`config.mk`:
```
export PLATFORM = sky130hd
export DESIGN_NAME = ula_multiciclo
export DESIGN_NICKNAME = d
export VERILOG_FILES = /design/src/rtl/ula_pkg.sv /design/src/rtl/ula_mult_div.sv /design/src/rtl/ula_multiciclo.sv
export SDC_FILE = /design/constraint.sdc
export NUM_CORES = 1
export LEC_CHECK = 0
export ABC_AREA = 1
export CAP_MARGIN = 0
export CORE_ASPECT_RATIO = 1.75
export CORE_MARGIN = 5
export CORE_UTILIZATION = 41
export CTS_CLUSTER_DIAMETER = 150
export DETAILED_ROUTE_END_ITERATION = 6
export PLACE_DENSITY = 0.6
export SLEW_MARGIN = 20
export SYNTH_ARGS = -nofsm -noshare
export SYNTH_HDL_FRONTEND = slang
export SYNTH_SLANG_ARGS = --single-unit
```
`constraint.sdc`:
```
create_clock -name clock -period 19.6 [get_ports clock]
set_input_delay 5.88 -clock clock [delete_from_list [all_inputs] [get_ports clock]]
set_output_delay 5.88 -clock clock [all_outputs]
set_load 0.005 [all_outputs]
```
`src/rtl/ula_pkg.sv`:
```
// Shared definitions for the multi-cycle ALU: opcodes, FSM states and flag bit positions.
package ula_pkg;

    localparam logic [3:0] ULA_AND   = 4'd0;
    localparam logic [3:0] ULA_OR    = 4'd1;
    localparam logic [3:0] ULA_ADD   = 4'd2;
    localparam logic [3:0] ULA_XOR   = 4'd3;
    localparam logic [3:0] ULA_SLL   = 4'd4;
    localparam logic [3:0] ULA_SRL   = 4'd5;
    localparam logic [3:0] ULA_SUB   = 4'd6;
    localparam logic [3:0] ULA_SLT   = 4'd7;
    localparam logic [3:0] ULA_SRA   = 4'd8;
    localparam logic [3:0] ULA_SLTU  = 4'd9;
    localparam logic [3:0] ULA_MULTU = 4'd10;
    localparam logic [3:0] ULA_DIVU  = 4'd11;
    localparam logic [3:0] ULA_NOR   = 4'd12;
    localparam logic [3:0] ULA_MFHI  = 4'd13;
    localparam logic [3:0] ULA_MFLO  = 4'd14;
    localparam logic [3:0] ULA_ILEG  = 4'd15;

    typedef enum logic [1:0] {
        OCIOSO = 2'd0,
        MULT   = 2'd1,
        DIV    = 2'd2,
        FIM    = 2'd3
    } estado_t;

    localparam int FLAG_ZERO = 0;
    localparam int FLAG_OVF  = 1;
    localparam int FLAG_DZ   = 2;
    localparam int FLAG_W    = 3;

endpackage

```
`src/rtl/ula_mult_div.sv`:
```
// Iterative unsigned shift-add multiplier and restoring divider, one bit per cycle.
// The divider half exists only when ULA_DIVISAO_EN is defined.
module ula_mult_div
    import ula_pkg::*;
#(
    parameter int LARGURA = 32
) (
    input  logic               clock,
    input  logic               reset,
    input  logic               start,
    input  logic               op,
    input  logic [LARGURA-1:0] a,
    input  logic [LARGURA-1:0] b,
    output logic               busy,
    output logic               done,
    output logic [LARGURA-1:0] hi,
    output logic [LARGURA-1:0] lo
);

    localparam int CW = $clog2(LARGURA) + 1;

    // acc holds {product high, multiplier/product low} or {remainder, dividend/quotient}
    logic [2*LARGURA-1:0] acc_q, acc_d, passo;
    logic [LARGURA-1:0]   opnd_q, opnd_d;
    logic [CW-1:0]        cnt_q, cnt_d;
    logic                 busy_q, busy_d;
    logic [LARGURA:0]     soma;

`ifdef ULA_DIVISAO_EN
    logic             div_q, div_d;
    logic [LARGURA:0] parc, dif;
`else
    logic unused_op;
    assign unused_op = op;
`endif

    always_comb begin
        soma  = {1'b0, acc_q[2*LARGURA-1:LARGURA]} + {1'b0, (acc_q[0] ? opnd_q : {LARGURA{1'b0}})};
        passo = {soma, acc_q[LARGURA-1:1]};
`ifdef ULA_DIVISAO_EN
        parc = {acc_q[2*LARGURA-1:LARGURA], acc_q[LARGURA-1]};
        dif  = parc - {1'b0, opnd_q};
        if (div_q) begin
            // borrow out of the trial subtraction means the partial remainder is restored
            passo = dif[LARGURA] ? {parc[LARGURA-1:0], acc_q[LARGURA-2:0], 1'b0}
                                 : {dif[LARGURA-1:0],  acc_q[LARGURA-2:0], 1'b1};
        end
`endif
    end

    always_comb begin
        acc_d  = acc_q;
        opnd_d = opnd_q;
        cnt_d  = cnt_q;
        busy_d = busy_q;
`ifdef ULA_DIVISAO_EN
        div_d  = div_q;
`endif
        if (start && !busy_q) begin
            busy_d = 1'b1;
            cnt_d  = CW'(LARGURA);
`ifdef ULA_DIVISAO_EN
            div_d  = op;
            opnd_d = op ? b : a;
            acc_d  = {{LARGURA{1'b0}}, (op ? a : b)};
`else
            opnd_d = a;
            acc_d  = {{LARGURA{1'b0}}, b};
`endif
        end else if (busy_q) begin
            acc_d = passo;
            cnt_d = cnt_q - CW'(1);
            if (cnt_q == CW'(1)) begin
                busy_d = 1'b0;
            end
        end
    end

    always_ff @(posedge clock or posedge reset) begin
        if (reset) begin
            acc_q  <= '0;
            opnd_q <= '0;
            cnt_q  <= '0;
            busy_q <= 1'b0;
`ifdef ULA_DIVISAO_EN
            div_q  <= 1'b0;
`endif
        end else begin
            acc_q  <= acc_d;
            opnd_q <= opnd_d;
            cnt_q  <= cnt_d;
            busy_q <= busy_d;
`ifdef ULA_DIVISAO_EN
            div_q  <= div_d;
`endif
        end
    end

    // Result is presented during the final iteration so the caller commits it on that edge.
    assign busy = busy_q;
    assign done = busy_q && (cnt_q == CW'(1));
    assign hi   = passo[2*LARGURA-1:LARGURA];
    assign lo   = passo[LARGURA-1:0];

endmodule

```
`src/rtl/ula_multiciclo.sv`:
```
// EX-stage ALU with single-cycle ops, registered flags and an iterative MULTU/DIVU engine.
// DIVU is available only when ULA_DIVISAO_EN is defined; otherwise code 11 is illegal.
//
// state  | meaning
// OCIOSO | idle, accepts iniciar
// MULT   | multiply iterating, ocupado=1
// DIV    | divide iterating, ocupado=1
// FIM    | pronto cycle of a multi-cycle op, accepts iniciar like OCIOSO
module ula_multiciclo
    import ula_pkg::*;
#(
    parameter int LARGURA = 32,
    parameter int SHW     = $clog2(LARGURA)
) (
    input  logic               clock,
    input  logic               reset,
    input  logic               iniciar,
    input  logic [3:0]         ctrlULA,
    input  logic [LARGURA-1:0] entradaA,
    input  logic [LARGURA-1:0] entradaB,
    output logic               ocupado,
    output logic               pronto,
    output logic [LARGURA-1:0] saida,
    output logic               zero,
    output logic               overflow,
    output logic               div_zero,
    output logic [LARGURA-1:0] hi,
    output logic [LARGURA-1:0] lo
);

    estado_t              estado_q, estado_d;
    logic [LARGURA-1:0]   saida_q, saida_d;
    logic [LARGURA-1:0]   hi_q, hi_d, lo_q, lo_d;
    logic [FLAG_W-1:0]    flags_q, flags_d;
    logic                 pronto_q, pronto_d;

    logic                 inicia_eng, eng_busy, eng_done;
    logic [LARGURA-1:0]   eng_hi, eng_lo;
    logic [LARGURA-1:0]   res, soma, dif;
    logic                 ovf_res;
    logic [SHW-1:0]       sh;

    ula_mult_div #(.LARGURA(LARGURA)) u_mult_div (
        .clock (clock),
        .reset (reset),
        .start (inicia_eng),
        .op    (ctrlULA == ULA_DIVU),
        .a     (entradaA),
        .b     (entradaB),
        .busy  (eng_busy),
        .done  (eng_done),
        .hi    (eng_hi),
        .lo    (eng_lo)
    );

    always_comb begin
        soma    = entradaA + entradaB;
        dif     = entradaA - entradaB;
        sh      = entradaB[SHW-1:0];
        res     = '0;
        ovf_res = 1'b0;
        case (ctrlULA)
            ULA_AND:  res = entradaA & entradaB;
            ULA_OR:   res = entradaA | entradaB;
            ULA_ADD: begin
                res     = soma;
                ovf_res = (entradaA[LARGURA-1] == entradaB[LARGURA-1]) &&
                          (soma[LARGURA-1] != entradaA[LARGURA-1]);
            end
            ULA_XOR:  res = entradaA ^ entradaB;
            ULA_SLL:  res = entradaA << sh;
            ULA_SRL:  res = entradaA >> sh;
            ULA_SUB: begin
                res     = dif;
                ovf_res = (entradaA[LARGURA-1] != entradaB[LARGURA-1]) &&
                          (dif[LARGURA-1] != entradaA[LARGURA-1]);
            end
            ULA_SLT:  res[0] = $signed(entradaA) < $signed(entradaB);
            ULA_SRA:  res = $signed(entradaA) >>> sh;
            ULA_SLTU: res[0] = entradaA < entradaB;
            ULA_NOR:  res = ~(entradaA | entradaB);
            ULA_MFHI: res = hi_q;
            ULA_MFLO: res = lo_q;
            default:  res = '0;
        endcase
    end

    always_comb begin
        estado_d   = estado_q;
        saida_d    = saida_q;
        hi_d       = hi_q;
        lo_d       = lo_q;
        flags_d    = flags_q;
        pronto_d   = 1'b0;
        inicia_eng = 1'b0;
        case (estado_q)
            OCIOSO, FIM: begin
                estado_d = OCIOSO;
                if (iniciar) begin
                    if (ctrlULA == ULA_MULTU) begin
                        inicia_eng = 1'b1;
                        estado_d   = MULT;
`ifdef ULA_DIVISAO_EN
                    end else if (ctrlULA == ULA_DIVU && entradaB == '0) begin
                        lo_d               = '1;
                        hi_d               = entradaA;
                        saida_d            = '1;
                        flags_d            = '0;
                        flags_d[FLAG_DZ]   = 1'b1;
                        pronto_d           = 1'b1;
                    end else if (ctrlULA == ULA_DIVU) begin
                        inicia_eng = 1'b1;
                        estado_d   = DIV;
`endif
                    end else begin
                        // without the divider, DIVU falls through here with res=0
                        saida_d            = res;
                        flags_d            = '0;
                        flags_d[FLAG_ZERO] = (res == '0);
                        flags_d[FLAG_OVF]  = ovf_res;
                        pronto_d           = 1'b1;
                    end
                end
            end
            MULT, DIV: begin
                if (eng_done) begin
                    hi_d               = eng_hi;
                    lo_d               = eng_lo;
                    saida_d            = eng_lo;
                    flags_d            = '0;
                    flags_d[FLAG_ZERO] = (eng_lo == '0);
                    pronto_d           = 1'b1;
                    estado_d           = FIM;
                end
            end
            default: estado_d = OCIOSO;
        endcase
    end

    always_ff @(posedge clock or posedge reset) begin
        if (reset) begin
            estado_q <= OCIOSO;
            saida_q  <= '0;
            hi_q     <= '0;
            lo_q     <= '0;
            flags_q  <= FLAG_W'(1) << FLAG_ZERO;
            pronto_q <= 1'b0;
        end else begin
            estado_q <= estado_d;
            saida_q  <= saida_d;
            hi_q     <= hi_d;
            lo_q     <= lo_d;
            flags_q  <= flags_d;
            pronto_q <= pronto_d;
        end
    end

    assign ocupado  = eng_busy;
    assign pronto   = pronto_q;
    assign saida    = saida_q;
    assign zero     = flags_q[FLAG_ZERO];
    assign overflow = flags_q[FLAG_OVF];
    assign div_zero = flags_q[FLAG_DZ];
    assign hi       = hi_q;
    assign lo       = lo_q;

endmodule
```
# Yosys cells after proc, flatten, opt, wreduce, memory -nomap -nowiden
# Cells that the tools add are included.
[totals]
in_bits = 71
out_inout_bits = 101
register_bits = 205
wordCells = 91
[classes]
eq_ne = 24
shift = 3
muxes = 30
n_addsub = 4
order_cmp = 2
n_bitwise = 4
reduce_logical = 14
[op_table]
columns = ["operator", "count"]
rows = [
  ["31-bit one-hot mux with 11 select lines", 1],
  ["32-bit two-way mux", 4],
  ["64-bit two-way mux", 2],
  ["32-bit logical NOT", 2],
  ["32-bit < comparator", 2],
  ["32-bit one-hot mux with 2 select lines", 1],
  ["32-bit by 32-bit adder with 33-bit output", 1],
  ["32-bit adder", 1],
  ["32-bit AND", 1],
  ["32-bit inverter", 1],
  ["32-bit OR", 1],
  ["32-bit by 5-bit left shift with 32-bit output", 1],
  ["32-bit by 5-bit right shift with 32-bit output", 1],
  ["32-bit by 5-bit >>> shifter with 32-bit output", 1],
  ["32-bit subtractor", 1],
  ["32-bit XOR", 1],
  ["4-bit equality test, second input constant", 6],
  ["4-bit by 3-bit equality test with 1-bit output, second input constant", 4],
  ["1-bit one-hot mux with 13 select lines", 1],
  ["6-bit two-way mux", 2],
  ["1-bit two-way mux", 11],
  ["3-bit two-way mux", 3],
  ["4-bit by 2-bit equality test with 1-bit output, second input constant", 2],
  ["6-bit by 1-bit equality test with 1-bit output, second input constant", 1],
  ["19 further kinds", 29],
]

# Logic depth before layout (Yosys ltp)
# Gate-level depths: netlist (run 1).
[depth]
ltp_word = 7
depth_mapped = 25
depth_no_buf = 22

# By module
# From an unflattened synthesis (run 1), not the netlist that was laid out.
[unflattened]
hier_cells = 3796
area_unflattened_um2 = 22246.3
[by_module_without_submodules]
columns = ["mod", "area_each_um2", "seq_area_each_um2", "cells_each", "n_inst"]
rows = [
  ["ula_multiciclo", 15114.5, 2528.7, 2727, 1],
  ["ula_mult_div", 7131.8, 2577.5, 1069, 1],
]

# Worst setup path before layout (run 1)
# OpenSTA, ideal clock, no wires.
[synth_path]
path_kind = "input -> register"
start = "input entradaB[3]"
end = "register flags_q[0]"
n_path_buf = 4
stages = 23
arrival_ps = 8360
setup_slack_ps = 11167
setup_time_ps = 73
required_ps = 19527
path_cell_list = "buf_2 inv_1 buf_2 buf_1 ha_1 buf_2 nor2_1 nand2_1 nand3_1 nand2_1 nand2_1 nand2_1 nand2_1 nand2_1 nand2_1 nor2_1 nor2_1 nand3_1 nor2_1 nand3_1 nor2_1 nand2_1 a21oi_1"
[synth_via]
elab_chain_len = 7
word_cells_on_any_way = 17
classes_between = "add/sub (2); order compare (2); shift (3); mux (5); bitwise (4); reduce/logical (1)"
[synth_rtl]
columns = ["element", "line", "text"]
rows = [
  ["from (decl)", "ula_multiciclo.sv:20", "input logic [LARGURA-1:0] entradaB,"],
  ["parallel branches: the longest is 3 deep, another holds 32-bit subtractor", "-", ""],
  ["32-bit logical NOT (*)", "ula_multiciclo.sv:119", "flags_d[FLAG_ZERO] = (res == '0);"],
  ["3-bit two-way mux (*)", "ula_multiciclo.sv:100", "if (ctrlULA == ULA_MULTU) begin"],
  ["3-bit two-way mux (*)", "ula_multiciclo.sv:99", "if (iniciar) begin"],
  ["3-bit one-hot mux with 2 select lines (*)", "ula_multiciclo.sv:96", "case (estado_q)"],
  ["to (signal assigned)", "ula_multiciclo.sv:146", "flags_q <= FLAG_W'(1) << FLAG_ZERO;"],
  ["to (signal assigned)", "ula_multiciclo.sv:153", "flags_q <= flags_d;"],
  ["to (decl)", "ula_multiciclo.sv:34", "logic [FLAG_W-1:0] flags_q, flags_d;"],
]
# Mark *: on every way between the ends. The select of a mux whose other input is x is not followed.
# A chain may end at the register's enable or synchronous reset.

# Worst setup path in the final report (run 1)
[layout_path]
start = "input entradaB[4]"
end = "register flags_q[0]"
# Same word-level chain as after synthesis.

==> out/results.tsv, run 1 <==
stage	metric	value	unit
routing	wl	109000	um
grt	grt_overflow	0	
synth	synth-edff-count	0	
synth	synthFlopType	dfrtp_1	
floorplanning	core	51200	sq um
routing	drc	0	
timing	max_slew_margin	0.214	
clocking	cts-buffers-inserted	19	
clocking	post_cts_buffers	0	
routing	dr_total_vias	25000	
synth	synth_commonest_cells	nand2_1, nand3_1, inv_1	
synth	seq_area_frac_synth	0.242	
clocking	clockRootBuffer	clkbuf_16	
synth	synth_nets	3782	
floorplanning	pin_count	172	
critical_path	required	20040	ps
critical_path	crit_type	in2reg	
routing	drt-initial-drc-count	2219	
clocking	cts-hold-fix-buffers	0	
worst_hold_path	hold_path_class	reg2reg	
clocking	cts_resized	0	
grt	antenna_found_initial	2	
routing	drtPass1Iterations	7	
critical_path	cpPeakStageDelay	700	ps
clocking	clockBufferDepth	3	
clocking	clkSinkCount	204	
timing	holdWs	473	ps
synth	yosysTopAreaCellShare	0.241	
cells_and_area	area_growth	12.7	%
routing	dr.max_layer_used	met5	
synth	synthCells	3565	
clocking	cts_tree	built	
critical_path	crit_fanout	31	
synth	ys_types	52	
floorplanning	die_x	181	um
grt	grt_pass1_wl	157000	um
timing	skew	16.0	ps
floorplanning	dieArea	56200	sq um
cells_and_area	fin_nets	3843	
synth	synth-async-reset-ratio	1.00	
routing	wl_met1	38900	um
power	p_leak	12.4	nW
timing	setup_viol	0	
grt	grt_pass1_vias	24600	
clocking	clk_pin_slew	80	ps
synth	synth.most_common_cell	nand2_1	
critical_path	cp-end-kind	flip-flop	
critical_path	crit_chain	clkdlybuf4s50_1, buf_4, clkinv_1, ha_1, nand2_1, inv_1, nand2_1, nand2_1, nand2_1, nand2_1, nand2_1, nand3_1, nand2_1, nor2_1, nand2_1, nor2_1, nand3_1, nor2_1, nand2_1, a21oi_1	
synth	syn_avg_cell_area	5.91	sq um
routing	vias_per_cell	5.81	
timing	fmax	102	MHz
cells_and_area	drive_gt1_frac	0.0289	
floorplanning	fp-row-count	110	
clocking	htreeDepth	1	
critical_path	cpMostUsedCell	nand2_1	
routing	dr_wl_met2	53200	um
routing	post_drt_wl_per_cell	25.3	um
power	ir_drop	66.8	uV
grt	grtUsageTotal	0.374	
synth	synth_seq_cells	204	
timing	fin_crit_sh	0.498	
timing	rsz0062_at_grt	no	
floorplanning	start_util	0.412	
critical_path	worstSetupStartpointType	input port	
synth	syn_area	21100	sq um
critical_path	crit_arrival	10200	ps
timing	tightestPinTransition	1170	ps
run	cap_violations	0	
synth	yosysTopAreaCell	dfrtp_1	
floorplanning	die_y	310	um
critical_path	crit_slowest_cell	ha_1	
placement	hpwl	88400	um
grt	grt_max_degree	97	
synth	yosys-top-cells-area	dfrtp_1, nand2_1, nand3_1, ha_1, inv_1	
timing	drv_slew	0	
synth	yosys_warnings	0	
power	cellPowerDensity	74.4	nW/um^2
timing	period_needed	9760	ps
timing	tns	0	ps
clocking	clock_latency	510	ps
routing	dr_wl_met3	6750	um
timing	hold_viol_final	0	
routing	final_antenna_net_count	0	
placement	gp_congestion	1.08	
placement	io_buffers	170	
run_status	status	complete, no violations	
critical path: cells and delay by family:
| kind | cells | cell delay (ps) |
|---|---|---|
| AND/OR/NAND/NOR | 14 | 1870 |
| adder cells (fa/ha/maj) | 1 | 700 |
| buffers and inverters | 4 | 1590 |
| AO/OA/AOI/OAI | 1 | 130 |
placed cells by master, fill, tap and decap left out, types with 7 or more instances in the layout:
master | synthesis | routed
nand2_1 | 1199 | 1199
inv_2 | 8 | 11
a21oi_1 | 135 | 135
xnor2_1 | 10 | 10
o21bai_1 | 7 | 7
or2_2 | 13 | 13
nand3_1 | 529 | 529
nor4_1 | 7 | 7
clkdlybuf4s50_1 | 0 | 167
inv_1 | 400 | 396
nor2_1 | 308 | 302
xor2_1 | 11 | 11
o221ai_1 | 36 | 36
o211ai_1 | 21 | 21
dfrtp_1 | 203 | 203
clkbuf_16 | 0 | 19
o21ai_0 | 229 | 229
nor2_2 | 3 | 9
ha_1 | 143 | 143
nand4_1 | 44 | 44
buf_4 | 7 | 33
nor3_1 | 38 | 38
area by class of cell:
| type | count | area, sq um |
|---|---|---|
| sequential | 204 | 5110 |
| multi-input combinational | 2789 | 13700 |
| clock buffer | 24 | 514 |
| tap | 672 | 841 |
| inverter | 409 | 1540 |
| fill | 5810 | 27500 |
| clock inverter | 6 | 88.8 |
| timing repair buffer | 203 | 1930 |
| antenna | 1 | 2.50 |
report_power, final:
group | internal, mW | leakage, nW | switching [mW] | total [mW]
clock network | 0.212 | 0.289 | 0.168 | 0.381
registers | 0.523 | 2.73 | 0.0812 | 0.604
logic | 0.257 | 9.36 | 0.525 | 0.782
metal layers:
layer / up-vias / global-route usage
met4: 2 / 0.286
met2: 1199 / 0.659
li1: 11700 / -
met5: - / 0
met3: 380 / 0.0423
met1: 11700 / 0.410
logic make-up after synthesis:
family                     synth area share
AOI/OAI and AO/OA                     0.125
xor gates and xnor gates            0.00950
adders and majority gates            0.0877
buffers and inverters                 0.107
DFF                                   0.242
other                              0.000178
and+or+nand+nor                       0.428
path summary, 6_finish.rpt:
check | depth (start not counted) | slack, ps | from | end
min in group asynchronous | 2 | 5870 | reset | lo[29]
worst min register to register | 1 | 470 | u_mult_div.cnt_q[5] | u_mult_div.cnt_q[5]
max in group asynchronous | 3 | 12440 | reset | lo[16]
worst max-delay path | 20 | 9840 | entradaB[4] | flags_q[0]
worst min-delay path | 1 | 470 | u_mult_div.cnt_q[5] | u_mult_div.cnt_q[5]
worst max register to register | 16 | 16390 | u_mult_div.acc_q[0] | u_mult_div.acc_q[48]
state kept, by name, indices dropped and copies added (netlist names), 2 cells and up:
| signal | count |
|---|---|
| flags_q | 2 |
| u_mult_div.acc_q | 64 |
| saida | 32 |
| estado_q | 2 |
| u_mult_div.opnd_q | 32 |
| hi | 32 |
| lo | 32 |
| u_mult_div.cnt_q | 6 |
per-stage QoR:
step           power [mW]  cell area, sq um   util  std cells  setup WS [ps]
2_1_floorplan        1.05             21100      -       3565           8150
3_3_place_gp         1.37             23100  0.452       4277           9560
3_5_place_dp         1.37             23100  0.452       4277           9540
4_1_cts              1.76             23700  0.464       4307          10030
5_1_grt              1.87             23700  0.464       4307           9640
6_report             1.77             23700  0.464       4308           9840
(Power assumes the default switching activity.)
==> run 2: changes to the inputs <==
==> constraint.sdc (replaced) <==
create_clock -name clock -period 9.5 [get_ports clock]
set_input_delay 2.85 -clock clock [delete_from_list [all_inputs] [get_ports clock]]
set_output_delay 2.85 -clock clock [all_outputs]
set_load 0.005 [all_outputs]
==> run 2 against run 1 <==
  * Flip-flop and latch count unchanged
  * Count of clock-buffer cells in the layout fell by 2
  * Hold slack better by 15 ps
  * Design area grew 0.15%
  * Wire length grew 1.3%
==> out/results.tsv, run 2 (synthesized netlist as in run 1, its figures left out) <==
stage	metric	value	unit
cells_and_area	largest_reg_flops	64	
floorplanning	pin_count	172	
clocking	cts_tree	built	
placement	hpwl	90200	um
grt	grt_pass1_vias	24600	
critical_path	crit_arrival	6790	ps
routing	wl	111000	um
critical_path	cp-end-kind	flip-flop	
timing	hold_viol_final	0	
critical_path	required	9920	ps
clocking	cts-buffers-inserted	19	
clocking	cts-hold-fix-buffers	0	
cells_and_area	fill_cells	5830	
timing	skew	14.4	ps
cells_and_area	regMostFlops	u_mult_div.acc_q	
cells_and_area	area_growth	12.9	%
timing	tns	0	ps
timing	max_slew_margin	0.345	
critical_path	worstSetupStartpointType	input port	
floorplanning	dieArea	56200	sq um
placement	io_buffers	170	
placement	gp_congestion	1.10	
clocking	clk_pin_slew	70	ps
timing	drv_slew	0	
critical_path	reg2reg_slack	6150	ps
clocking	cts_resized	0	
routing	drc	0	
critical_path	crit_type	in2reg	
timing	fin_crit_sh	0.671	
timing	period_needed	6370	ps
worst_hold_path	hold_path_class	reg2reg	
cells_and_area	final_cell_mix	nand2_1, nand3_1, inv_1	
clocking	htreeDepth	1	
clocking	clockRootBuffer	clkbuf_16	
power	ir_drop	76.6	uV
floorplanning	core	51200	sq um
grt	grt_pass1_wl	159000	um
cells_and_area	layout_commonest_cell	nand2_1	
timing	setup_viol	0	
cells_and_area	fin_nets	3846	
routing	post_drt_wl_per_cell	25.6	um
cells_and_area	drive_gt1_frac	0.0313	
power	total_power	3.64	mW
power	p_leak	12.4	nW
grt	grtUsageTotal	0.379	
clocking	post_cts_buffers	0	
clocking	clockBufferDepth	3	
grt	antenna_found_initial	1	
run	cap_violations	0	
timing	tightestPinTransition	974	ps
grt	grt_overflow	0	
routing	vias_per_cell	5.79	
grt	grt_max_degree	130	
cells_and_area	ff_latch_area	5110	sq um
power	cellPowerDensity	153	nW/um^2
timing	fmax	157	MHz
clocking	clock_latency	500	ps
clocking	clkSinkCount	204	
floorplanning	start_util	0.412	
floorplanning	fp-row-count	110	
routing	dr_total_vias	25000	
timing	rsz0062_at_grt	no	
floorplanning	die_y	310	um
critical_path	crit_fanout	21	
routing	final_antenna_net_count	0	
routing	drtPass1Iterations	6	
floorplanning	die_x	181	um
run_status	status	complete, no violations	
routing	drt-initial-drc-count	2156	
cells_and_area	multiInputGateArea	13700	sq um
==> run 2: cell types whose count changed in the layout (fill, tap and decap cells not counted), sizes merged <==
cell,previous run,this run
buf,36,39
bufinv,2,1
clkbuf,24,22
clkinv,2,7
clkinvlp,2,1
inv,409,410
==> run 2: worst max-delay path, cell delays in order <==
cell	delay [ps]
clkdlybuf4s50_1	720
buf_4	360
clkinv_1	150
ha_1	440
nand2_1	130
nor2_1	240
nand2_1	110
nand2_1	150
nand2_1	90
nand2_1	130
nand2_1	60
nand3_1	80
nand3_1	80
nor2_1	300
nand2_1	90
nor2_1	320
nand3_1	120
nor2_1	120
nand2_1	70
a21oi_1	140
==> run 2: power by group <==
group          switching, mW  internal (mW)  total [mW]  leakage, nW
clock                  0.356          0.422       0.778        0.304
combinational           1.08          0.531        1.61         9.37
sequential             0.168           1.08        1.25         2.73
total                   1.60           2.03        3.64         12.4
==> run 2: final timing paths <==
kind | start | end | cells after the start
setup / recovery | entradaB[4] | flags_q[0] | 20
hold / removal | u_mult_div.opnd_q[11] | u_mult_div.opnd_q[11] | 2
setup reg to reg | u_mult_div.busy | saida[2] | 8
hold reg to reg | u_mult_div.opnd_q[11] | u_mult_div.opnd_q[11] | 2
max in group asynchronous | reset | u_mult_div.opnd_q[4] | 3
min in group asynchronous | reset | hi[26] | 2
==> run 2: cell type report <==
type	instances	share of cell area
repair buffers	206	0.0823
diodes	1	0.000105
clock inverters	10	0.00384
well taps	672	0.0354
clock buffers	22	0.0217
multi-input cells	2789	0.577
inverters	409	0.0649
flip-flops and latches	204	0.215
==> run 2: per-stage QoR <==
step                setup WS [ps]   util  std cells  hold WS, ps  instance area [sq um]
global route                 2860  0.464       4312          500                  23800
CTS                          3270  0.464       4312          489                  23800
finish                       3130  0.465       4313          487                  23800
detailed placement           2760  0.453       4280          471                  23200
floorplan                    1080      -       3565          446                  21100
global placement             2740  0.453       4280          465                  23200
==> run 2: layer usage <==
metal | global-route usage | vias to the layer above | wire, um
li1 | - | 11700 | -
met1 | 0.410 | 11700 | 38800
met2 | 0.664 | 1150 | 53500
met3 | 0.0412 | 404 | 6720
met4 | 0.314 | 0 | 11600
met5 | 0 | - | 0
==> run 3: changes to the inputs <==
==> constraint.sdc (replaced) <==
create_clock -name clock -period 6.55 [get_ports clock]
set_input_delay 1.965 -clock clock [delete_from_list [all_inputs] [get_ports clock]]
set_output_delay 1.965 -clock clock [all_outputs]
set_load 0.005 [all_outputs]
==> run 3 against run 2 <==
  * Sequential power rose by 46%
  * Clock power rose by 62%
  * Die area did not move
  * Non-clock buffer count rose by 34
  * The run now ends with DRC left
  * Via count rose by 2.2%
  * Register-to-register slack got worse by 3000 ps
  * Critical endpoint is now saida[19]
  * First-iteration DRC count rose by 5.7%
  * Combinational power rose by 50%
  * Core utilization rose by 0.78 points
  * Final cell count rose by 0.90%
==> out/results.tsv, run 3 (synthesized netlist as in run 1, its figures left out) <==
stage	metric	value	unit
run_status	status	complete, but fails checks	
run_status	violations	DRC	
timing	setup_viol	0	
clocking	cts-buffers-inserted	20	
placement	dp_cells	4314	
critical_path	cp-end-kind	flip-flop	
routing	drt-initial-drc-count	2279	
worst_hold_path	min_from	saida[2]	
critical_path	reg2reg_slack	3190	ps
timing	period_needed	5740	ps
cells_and_area	stdcell_count	4352	
clocking	cts_tree	built	
timing	rsz0062_at_grt	no	
floorplanning	core	51200	sq um
worst_hold_path	hold_path_class	reg2reg	
clocking	htreeDepth	1	
grt	grt_overflow	0	
cells_and_area	area_growth	14.8	%
cells_and_area	multiInputGateArea	13700	sq um
power	total_power	5.50	mW
critical_path	required	6900	ps
critical_path	timing.rr.start	u_mult_div.acc_q[0]	
grt	grt_pass1_wl	167000	um
clocking	clkSinkCount	204	
cells_and_area	largest_reg_flops	64	
clocking	clock_latency	520	ps
clocking	clockRootBuffer	clkbuf_16	
critical_path	worstSetupStartpointType	input port	
timing	tightestPinTransition	1300	ps
timing	hold_viol_final	0	
critical_path	crit_fanout	8	
floorplanning	start_util	0.412	
clocking	clockBufferDepth	3	
grt	grt_max_degree	105	
cells_and_area	final_cell_mix	nand2_1, nand3_1, inv_1	
timing	skew	26.6	ps
floorplanning	die_x	181	um
power	ir_drop	156	uV
placement	hpwl	96600	um
timing	drv_slew	0	
routing	final_antenna_net_count	0	
routing	post_drt_wl_per_cell	27.1	um
floorplanning	fp-row-count	110	
clocking	cts-hold-fix-buffers	0	
timing	fmax	174	MHz
routing	dr_total_vias	25500	
timing	fin_crit_sh	0.876	
cells_and_area	layout_commonest_cell	nand2_1	
worst_hold_path	whs_path_depth	2	
floorplanning	dieArea	56200	sq um
power	cellPowerDensity	227	nW/um^2
routing	drtPass1Iterations	7	
timing	max_slew_margin	0.135	
routing	wl	118000	um
placement	gp_congestion	1.09	
critical_path	r2r_cells	12	
clocking	cts_resized	0	
timing	tns	0	ps
floorplanning	die_y	310	um
power	p_leak	12.6	nW
critical_path	crit_type	in2reg	
clocking	clk_pin_slew	60	ps
worst_hold_path	hold_end	saida[2]	
run	cap_violations	0	
grt	grt_pass1_vias	25400	
grt	antenna_found_initial	3	
floorplanning	pin_count	172	
grt	grtUsageTotal	0.403	
routing	vias_per_cell	5.87	
clocking	post_cts_buffers	0	
placement	io_buffers	170	
routing	drc	5	
critical_path	crit_arrival	6090	ps
cells_and_area	regMostFlops	u_mult_div.acc_q	
cells_and_area	ff_latch_area	5110	sq um
critical_path	r2r-end	hi[26]	
cells_and_area	drive_gt1_frac	0.0402	
cells_and_area	fill_cells	5743	
cells_and_area	fin_nets	3881	
[run 3: cell count changes in the layout (fill, tap and decap cells not counted), sizes merged]
cell      delta
clkinvlp     +2
clkbuf       +7
buf         +34
bufinv       +1
clkinv       -3
diode        +1
inv          -3
[run 3: through the flow]
step | hold WS, ps | util | setup slack (ps) | instance area [sq um]
after floorplan | 446 | - | 1940 | 21100
after global placement | 468 | 0.458 | 518 | 23500
after detailed placement | 468 | 0.458 | 522 | 23500
after CTS | 485 | 0.472 | 1020 | 24200
after global routing | 512 | 0.472 | 857 | 24200
final | 484 | 0.472 | 810 | 24200
[run 3: worst max-delay path by stage]
stage	endpoint	slack (ps)	depth (start not counted)	start
6_report	saida[19]	810	16	entradaB[17]
5_1_grt	saida[19]	860	16	entradaB[17]
4_1_cts	saida[19]	1020	16	entradaB[17]
3_5_place_dp	saida[19]	520	16	entradaB[17]
3_3_place_gp	saida[19]	520	16	entradaB[17]
2_1_floorplan	estado_q[0]	1940	1	reset
[run 3: report_power, final]
part | internal (mW) | switching (mW)
Clock | 0.728 | 0.532
Combinational | 0.790 | 1.63
Sequential | 1.57 | 0.256
Total | 3.08 | 2.42
[run 3: area by class of cell]
cell class              instances  area share
diodes                          2    0.000207
clock inverters                 7     0.00435
flip-flops and latches        204       0.211
repair buffers                240      0.0935
well taps                     672      0.0348
multi-input cells            2789       0.567
clock buffers                  29      0.0250
inverters                     409      0.0637
[run 3: worst max-delay path: stages]
cell	delay, ps
clkdlybuf4s50_1	660
inv_1	130
ha_1	540
nand2_1	90
inv_1	170
nand2_1	120
nor2_1	550
nand4_1	490
nand3_1	220
nand2_1	60
nand2_1	90
nor2_1	40
nor2_1	100
nand2_1	140
o21ai_0	580
nand2_1	110
[run 3: routing by layer]
| metal | track usage | share of wire |
|---|---|---|
| met2 | 0.697 | 0.47 |
| met5 | 0 | 0.00010 |
| met4 | 0.346 | 0.11 |
| met3 | 0.0462 | 0.063 |
| met1 | 0.437 | 0.35 |
